File: config.mk
export PLATFORM = sky130hd
export DESIGN_NAME = uart_wishbone_bridge
export DESIGN_NICKNAME = d
export VERILOG_FILES = /design/src/rtl/uart_wishbone_bridge.sv
export SDC_FILE = /design/constraint.sdc
export NUM_CORES = 1
export LEC_CHECK = 0
export BUFFER_PORTS_ARGS = -buffer_cell sky130_fd_sc_hd__buf_4
export CAP_MARGIN = 20
export CORE_MARGIN = 3
export CORE_UTILIZATION = 45
export CTS_CLUSTER_DIAMETER = 100
export DETAILED_ROUTE_END_ITERATION = 10
export PLACE_DENSITY = 0.68
export SETUP_SLACK_MARGIN = 0.4
export SYNTH_ARGS = -nofsm -noshare
export SYNTH_HDL_FRONTEND = slang
export SYNTH_SLANG_ARGS = --single-unit
File: constraint.sdc
create_clock -name clk -period 3.5 [get_ports clk]
set_input_delay 0.175 -clock clk [delete_from_list [all_inputs] [get_ports clk]]
set_output_delay 0.175 -clock clk [all_outputs]
set_load 0.01 [all_outputs]
File: src/rtl/uart_wishbone_bridge.sv
// Byte-stream to Wishbone classic master bridge: CMD/LEN/ADDR[/DATA] frames, bursts of 1..256 words.
// Optional ack timeout is enabled by defining UART_WISHBONE_BRIDGE_TIMEOUT_EN.
module uart_wishbone_bridge #(
  parameter int DATA_BYTES = 4,
  parameter int ADDR_BYTES = 4,
  parameter int WB_ADDR_W  = 30,
  parameter int TIMEOUT    = 1024
) (
  input  logic                    clk,
  input  logic                    rst,
  input  logic [7:0]              rx_data,
  input  logic                    rx_valid,
  output logic                    rx_ready,
  output logic [7:0]              tx_data,
  output logic                    tx_valid,
  input  logic                    tx_ready,
  output logic                    wb_cyc,
  output logic                    wb_stb,
  output logic                    wb_we,
  output logic [WB_ADDR_W-1:0]    wb_adr,
  output logic [8*DATA_BYTES-1:0] wb_dat_w,
  output logic [DATA_BYTES-1:0]   wb_sel,
  input  logic [8*DATA_BYTES-1:0] wb_dat_r,
  input  logic                    wb_ack,
  input  logic                    wb_err,
  output logic                    busy
);

  localparam int DW = 8 * DATA_BYTES;

  typedef enum logic [2:0] {
    S_CMD, S_LEN, S_ADDR, S_WDATA, S_WB_WR, S_WB_RD, S_TX_DATA
  } state_t;

  state_t         state, state_nxt;
  logic           is_wr, is_incr;
  logic [8:0]     word_cnt;
  logic [3:0]     byte_cnt;
  logic           bus_act;
  logic [DW-1:0]  rd_buf;
  logic           rx_fire, tx_fire, term, term_err, timeout;
  logic           cmd_ok, addr_last, data_last;

  assign rx_ready  = (state == S_CMD) || (state == S_LEN) || (state == S_ADDR) || (state == S_WDATA);
  assign tx_valid  = (state == S_TX_DATA);
  assign rx_fire   = rx_valid && rx_ready;
  assign tx_fire   = tx_valid && tx_ready;
  assign tx_data   = rd_buf[DW-1 -: 8];
  assign busy      = (state != S_CMD);

  assign wb_cyc    = bus_act;
  assign wb_stb    = bus_act;
  assign wb_we     = bus_act && (state == S_WB_WR);
  assign wb_sel    = {DATA_BYTES{bus_act}};

  // err wins over ack; a timeout is indistinguishable from a bus error
  assign term      = bus_act && (wb_ack || wb_err || timeout);
  assign term_err  = wb_err || timeout;

  assign cmd_ok    = (rx_data >= 8'h01) && (rx_data <= 8'h04);
  assign addr_last = (byte_cnt == 4'(ADDR_BYTES - 1));
  assign data_last = (byte_cnt == 4'(DATA_BYTES - 1));

`ifdef UART_WISHBONE_BRIDGE_TIMEOUT_EN
  localparam int TO_W = $clog2(TIMEOUT + 1);
  logic [TO_W-1:0] to_cnt;

  always_ff @(posedge clk or posedge rst) begin
    if (rst)
      to_cnt <= '0;
    else if (!bus_act)
      to_cnt <= '0;
    else
      to_cnt <= to_cnt + 1'b1;
  end

  assign timeout = bus_act && (to_cnt == TO_W'(TIMEOUT - 1));
`else
  localparam int unused_timeout = TIMEOUT;
  assign timeout = 1'b0;
`endif

  always_ff @(posedge clk or posedge rst) begin
    if (rst)
      state <= S_CMD;
    else
      state <= state_nxt;
  end

  always_comb begin
    state_nxt = state;
    case (state)
      S_CMD:     if (rx_fire && cmd_ok) state_nxt = S_LEN;
      S_LEN:     if (rx_fire) state_nxt = S_ADDR;
      S_ADDR:    if (rx_fire && addr_last) state_nxt = is_wr ? S_WDATA : S_WB_RD;
      S_WDATA:   if (rx_fire && data_last) state_nxt = S_WB_WR;
      S_WB_WR:   if (term) state_nxt = (word_cnt == 9'd1) ? S_CMD : S_WDATA;
      S_WB_RD:   if (term) state_nxt = S_TX_DATA;
      S_TX_DATA: if (tx_fire && data_last) state_nxt = (word_cnt == 9'd0) ? S_CMD : S_WB_RD;
      default:   state_nxt = S_CMD;
    endcase
  end

  always_ff @(posedge clk or posedge rst) begin
    if (rst) begin
      is_wr    <= 1'b0;
      is_incr  <= 1'b0;
      word_cnt <= '0;
      byte_cnt <= '0;
      bus_act  <= 1'b0;
      wb_adr   <= '0;
      wb_dat_w <= '0;
      rd_buf   <= '0;
    end else begin
      case (state)
        S_CMD: begin
          if (rx_fire && cmd_ok) begin
            is_wr   <= (rx_data == 8'h01) || (rx_data == 8'h03);
            is_incr <= (rx_data == 8'h01) || (rx_data == 8'h02);
          end
        end
        S_LEN: begin
          if (rx_fire) begin
            word_cnt <= {(rx_data == 8'h00), rx_data};
            wb_adr   <= '0;
            byte_cnt <= '0;
          end
        end
        S_ADDR: begin
          if (rx_fire) begin
            wb_adr   <= (wb_adr << 8) | WB_ADDR_W'(rx_data);
            byte_cnt <= addr_last ? 4'd0 : byte_cnt + 4'd1;
          end
        end
        S_WDATA: begin
          if (rx_fire) begin
            wb_dat_w <= (wb_dat_w << 8) | DW'(rx_data);
            byte_cnt <= data_last ? 4'd0 : byte_cnt + 4'd1;
          end
        end
        S_WB_WR, S_WB_RD: begin
          // strobe rises the cycle after entry and falls on the terminating edge
          bus_act <= bus_act ? !term : 1'b1;
          if (term) begin
            word_cnt <= word_cnt - 9'd1;
            if (is_incr)
              wb_adr <= wb_adr + 1'b1;
            if (state == S_WB_RD)
              rd_buf <= term_err ? '1 : wb_dat_r;
          end
        end
        S_TX_DATA: begin
          if (tx_fire) begin
            rd_buf   <= rd_buf << 8;
            byte_cnt <= data_last ? 4'd0 : byte_cnt + 4'd1;
          end
        end
        default: ;
      endcase
    end
  end

endmodule
# --- Yosys cells after proc, flatten, opt, wreduce, memory -nomap -nowiden ---
# Index checks and enable logic that the tools add are counted.
# Widths: inputs -> output; s select.
totals:
  ff_bits: 113
  inputBits: 46
op_classes:
  addsub: 3
  order_cmp: 2
  eq_ne: 24
  muxes: 30
  n_bitwise: 2
  reduce_logical: 32
op_table:
  columns: ["op", "n"]
  rows:
  - ["$mux 32", 4]
  - ["$mux 30", 4]
  - ["$pmux 30 s3", 1]
  - ["$pmux 32 s2", 1]
  - ["$or 32x8->32", 1]
  - ["$add 30x1->30 const B", 1]
  - ["$or 30x8->30", 1]
  - ["$mux 3", 9]
  - ["$pmux 3 s7", 1]
  - ["$mux 9", 2]
  - ["$pmux 9 s2", 1]
  - ["$eq 8x2->1 const B", 2]
  - ["$mux 4", 4]
  - ["$ne 2x2->1 const B", 7]
  - ["$ne 2x1->1 const B", 6]
  - ["$pmux 4 s3", 1]
  - ["$eq 3x3->1 const B", 3]
  - ["$eq 9x1->1 const B", 1]
  - ["$logic_not 9->1", 1]
  - ["$reduce_bool 3->1", 3]
  - ["$sub 9x1->9 const B", 1]
  - ["$eq 8x1->1 const B", 1]
  - ["$ge 8x1->1 const B", 1]
  - ["$le 8x3->1 const B", 1]
  - ["other kinds (18)", 35]

# --- Depth between registers and ports, before layout ---
depth:
  ltp_word: 8
  ltp_mapped: 8
  mapped_depth_nobuf: 6

# --- Worst setup path before layout ---
# OpenSTA, ideal clock, no wires.
synth_timing:
  kind: "register to register"
  startpoint: "register word_cnt[4]"
  endpoint: "register state[1]"
  t_arrival_ns: 1.747
  required_time_ns: 3.375
  setup_slack_ns: 1.628
  path_stages_with_launch: 6
  path_buffers: 0
  period_less_slack_ns: 1.872
  cell_sequence: "dfrtp_1 > or4_4 > nor4_4 > a21oi_1 > a211o_1 > mux2_4"
synth_between:
  elab_chain_cells: 4
synth_lines:
  columns: ["element", "line_no", "text"]
  rows:
  - ["start, declared", "37", "logic [8:0] word_cnt;"]
  - ["start signal, assigned", "124", "word_cnt <= {(rx_data == 8'h00), rx_data};"]
  - ["start signal, assigned", "145", "word_cnt <= word_cnt - 9'd1;"]
  - ["$eq 9x1->1", "97", "S_WB_WR: if (term) state_nxt = (word_cnt == 9'd1) ? S_CMD : S_WDATA;"]
  - ["$mux 2", "97", null]
  - ["$mux 3", "97", null]
  - ["$pmux 3 s7", "92", "case (state)"]
  - ["end signal, assigned", "87", "state <= state_nxt;"]
  - ["end, declared", "35", "state_t state, state_nxt;"]
# No other way between the ends. The select of a mux whose other input is x is not followed.
# A chain may end at the register's enable or synchronous reset.

# --- Final worst setup path ---
layout_timing:
  startpoint: "register state[1]"
  endpoint: "register state[0]"
layout_between:
  elab_chain_cells: 8
layout_lines:
  columns: ["element", "line_no", "text"]
  rows:
  - ["$eq 3x1->1 / $logic_not 3->1 (equally long branches)", "44, 92", null]
  - ["$logic_or 1x1->1 (3 in series)", "44", "assign rx_ready = (state == S_CMD) || (state == S_LEN) || (state == S_ADDR) || (state == S_WDATA);"]
  - ["$logic_and 1x1->1", "46", "assign rx_fire = rx_valid && rx_ready;"]
  - ["$logic_and 1x1->1 (on tied branches)", "95, 96, 93", null]
  - ["$ne 2x1->1 (no line)", null, null]
  - ["$reduce_and 7->1 (no line)", null, null]
# Several ways; a longest one is shown, not always the timed one.

==> impl_metrics.csv <==
group,metric,value,unit
cells_and_area,antennaDiodeCount,0,
power_and_ir_drop,totalPowerFinal,6.53,mW
die,die_width,121,µm
setup_path,path_class,"flip-flop to flip-flop",
placement,hpwl,10500,µm
setup_path,critPathMaxFanout,54,
clock_tree,cts_buffers,17,
setup_path,crit_arrival,2.79,ns
die,start_util,46.6,%
drt,drc,0,
clock_tree,cts_root_buffer,"clkbuf_16",
sta,setup-tns-final,0,ns
logic_synthesis,synth_seq_cells,113,
clock_tree,insertion_delay,0.41,ns
die,coreArea,12800,µm²
clock_tree,htreeDepth,4,
die,die_y,121,µm
sta,slew_viol_final,0,
power_and_ir_drop,p_leak,3.34,nW
logic_synthesis,syn-instance-count,633,
clock_tree,cts_tree,"yes",
logic_synthesis,synth.area.top_cells,"dfrtp_1 47%, o21ai_0 9.1%, mux2_2 6.2%, nand2_1 3.8%, or3_1 2.7%",
power_and_ir_drop,ir_drop,0.446,mV
logic_synthesis,synth_common_cells,"113 x dfrtp_1, 108 x o21ai_0, 61 x nand2_1",
logic_synthesis,synth-main-ff-cell,"dfrtp_1",
logic_synthesis,async_reset_ff_share,100,%
clock_tree,cts_resized,0,
run,drv_cap,0,
setup_path,cp_num_buf_inv,0,
sta,fin_skew,0.00525,ns
setup_path,cp_slowest_cell,"or2b_2",
run_status,outcome,"completed",
drt,drtPass1Iterations,5,
sta,clock.fmax,401,MHz
grt,antenna_found_initial,0,
sta,min_period,2.50,ns
grt,grt_max_degree,114,
drt,vias_per_cell,5.80,
logic_synthesis,synth_most_common_cell,"dfrtp_1",
grt,grt_pass1_wl,26200,µm
min_path,hold_class,"input pin to flip-flop",
logic_synthesis,synth_top_area_cell,"dfrtp_1",
cells_and_area,fillCellCount,1135,
clock_tree,path_clk_slew,0.06,ns
sta,worst_pin_slew,0.921,ns
sta,hold_viol_final,0,
logic_synthesis,yosysWarnings,0,
setup_path,cp-start-kind,"flip-flop",
grt,grt_pass1_vias,5252,
logic_synthesis,syn_area_per_cell,9.40,µm²
logic_synthesis,synth.top_cell.area_share,47.5,%
drt,ant_nets,0,
sta,rsz0062_at_grt,"no",
logic_synthesis,syn_nets,684,
die,dieArea,14600,µm²
drt,num_vias,5308,
placement,globalplace.congestion,0.827,
grt,overflow,0,
clock_tree,clock-sinks,113,
power_and_ir_drop,p_per_area,874,nW/µm²
setup_path,cp_cell_sequence,"or2b_2 > o211ai_1 > nor2_1 > mux2_2",
setup_path,endpoint_kind,"flip-flop",
drt,detail_route.iter0.violations,543,
cells_and_area,syn2layout_area_growth,25.5,%
cells_and_area,fin_nets,781,
setup_path,critical-path-max-stage-delay,0.83,ns
logic_synthesis,ys_seq_area_share,47.5,%
setup_path,cp_top_family,"simple AND/OR/NAND/NOR gates",
logic_synthesis,syn_area,5950,µm²
setup_path,crit_required,3.79,ns
sta,slew_headroom,38.6,%
logic_synthesis,synth_edf_count,0,
die,fp-row-count,41,
placement,io_buffers,125,
logic_synthesis,synthDistinctLibCells,59,
drt,wl,15800,µm
sta,finalSetupViolCount,0,
sta,fin_crit_sh,71.3,%
clock_tree,clock_path_buffers,2,
cells_and_area,drive_gt1_share,28.1,%
grt,groute.usage.overall,22.2,%
drt,wl_per_cell,17.2,µm
die,ios,126,
[sequential cells by signal, indices dropped and copies added (netlist names)]
name	count
word_cnt	9
rd_buf	32
byte_cnt	4
is_incr	1
state	3
wb_adr	30
wb_cyc	1
wb_dat_w	32
is_wr	1
[per-stage QoR]
stage,hold slack (ns),cells,worst slack [ns],util (%),instance area (µm²)
2_1_floorplan,0.326,633,1.63,-,5960
3_3_place_gp,0.409,882,1.12,54.0,6890
3_5_place_dp,0.410,882,1.04,54.0,6890
4_1_cts,0.0249,915,1.01,58.5,7470
5_1_grt,0.0263,915,0.815,58.5,7470
6_report,0.0374,915,1.00,58.5,7470
[cells by family after synthesis]
kind of cell             share of synthesized area (%)
AO/OA/AOI/OAI                                     20.0
XOR/XNOR                                         0.441
adder cells (fa/ha/maj)                           1.05
buffers and inverters                             5.93
flip-flops                                        47.5
multiplexers                                      6.83
AND/OR/NAND/NOR                                   18.2
[layout make-up]
type	count	area (µm²)	area share, %
Multi-Input combinational cell	449	2780	37.2
Clock buffer	19	433	5.79
Tap cell	172	215	2.88
Inverter	16	63.8	0.854
Timing Repair Buffer	133	1010	13.6
Clock inverter	13	139	1.86
Sequential cell	113	2830	37.8
[worst paths after layout]
kind                       slack [ns]       start           to  depth (start not counted)
min reg2reg                      0.47  rd_buf[18]   rd_buf[18]                          2
max reg2reg                      1.00    state[1]     state[0]                          4
max                              1.00    state[1]     state[0]                          4
min in group asynchronous        0.46         rst   rd_buf[27]                          4
max in group asynchronous        2.53         rst  byte_cnt[0]                          4
min                              0.04  rx_data[4]  wb_dat_w[4]                          2
[routing by layer]
metal | up-vias | global-route usage (%) | part of all wire (%)
met2 | 183 | 35.8 | 49
met5 | - | 0 | 0
met3 | 17 | 5.41 | 6.5
met1 | 2618 | 29.2 | 43
met4 | 0 | 8.29 | 1.2
li1 | 2490 | - | -
[timing repair]
action,in CTS,in global routing
endpoints found under the hold margin,113,0
setup buffers,0,0
hold buffers,1,0
[report_power, final]
part	total [mW]	leakage, nW	internal (mW)	switching [mW]
clock network	1.66	0.265	1.04	0.619
registers	2.38	1.44	1.83	0.548
logic	2.49	1.64	1.15	1.33
total	6.53	3.34	4.03	2.50
[layout by cell type (no fill, tap or decap), drive strengths merged, types with 7 or more instances in the layout]
cell / instances
a21oi: 24
a22oi: 11
a32oi: 8
buf: 132
clkbuf: 19
dfrtp: 113
inv: 16
mux2: 34
nand2: 61
nand3: 16
nand4: 11
nor2: 42
nor2b: 7
nor3: 10
nor4: 8
o21ai: 108
o2bb2ai: 8
or3: 26
Note: power is estimated with default switching activity, not from simulation.
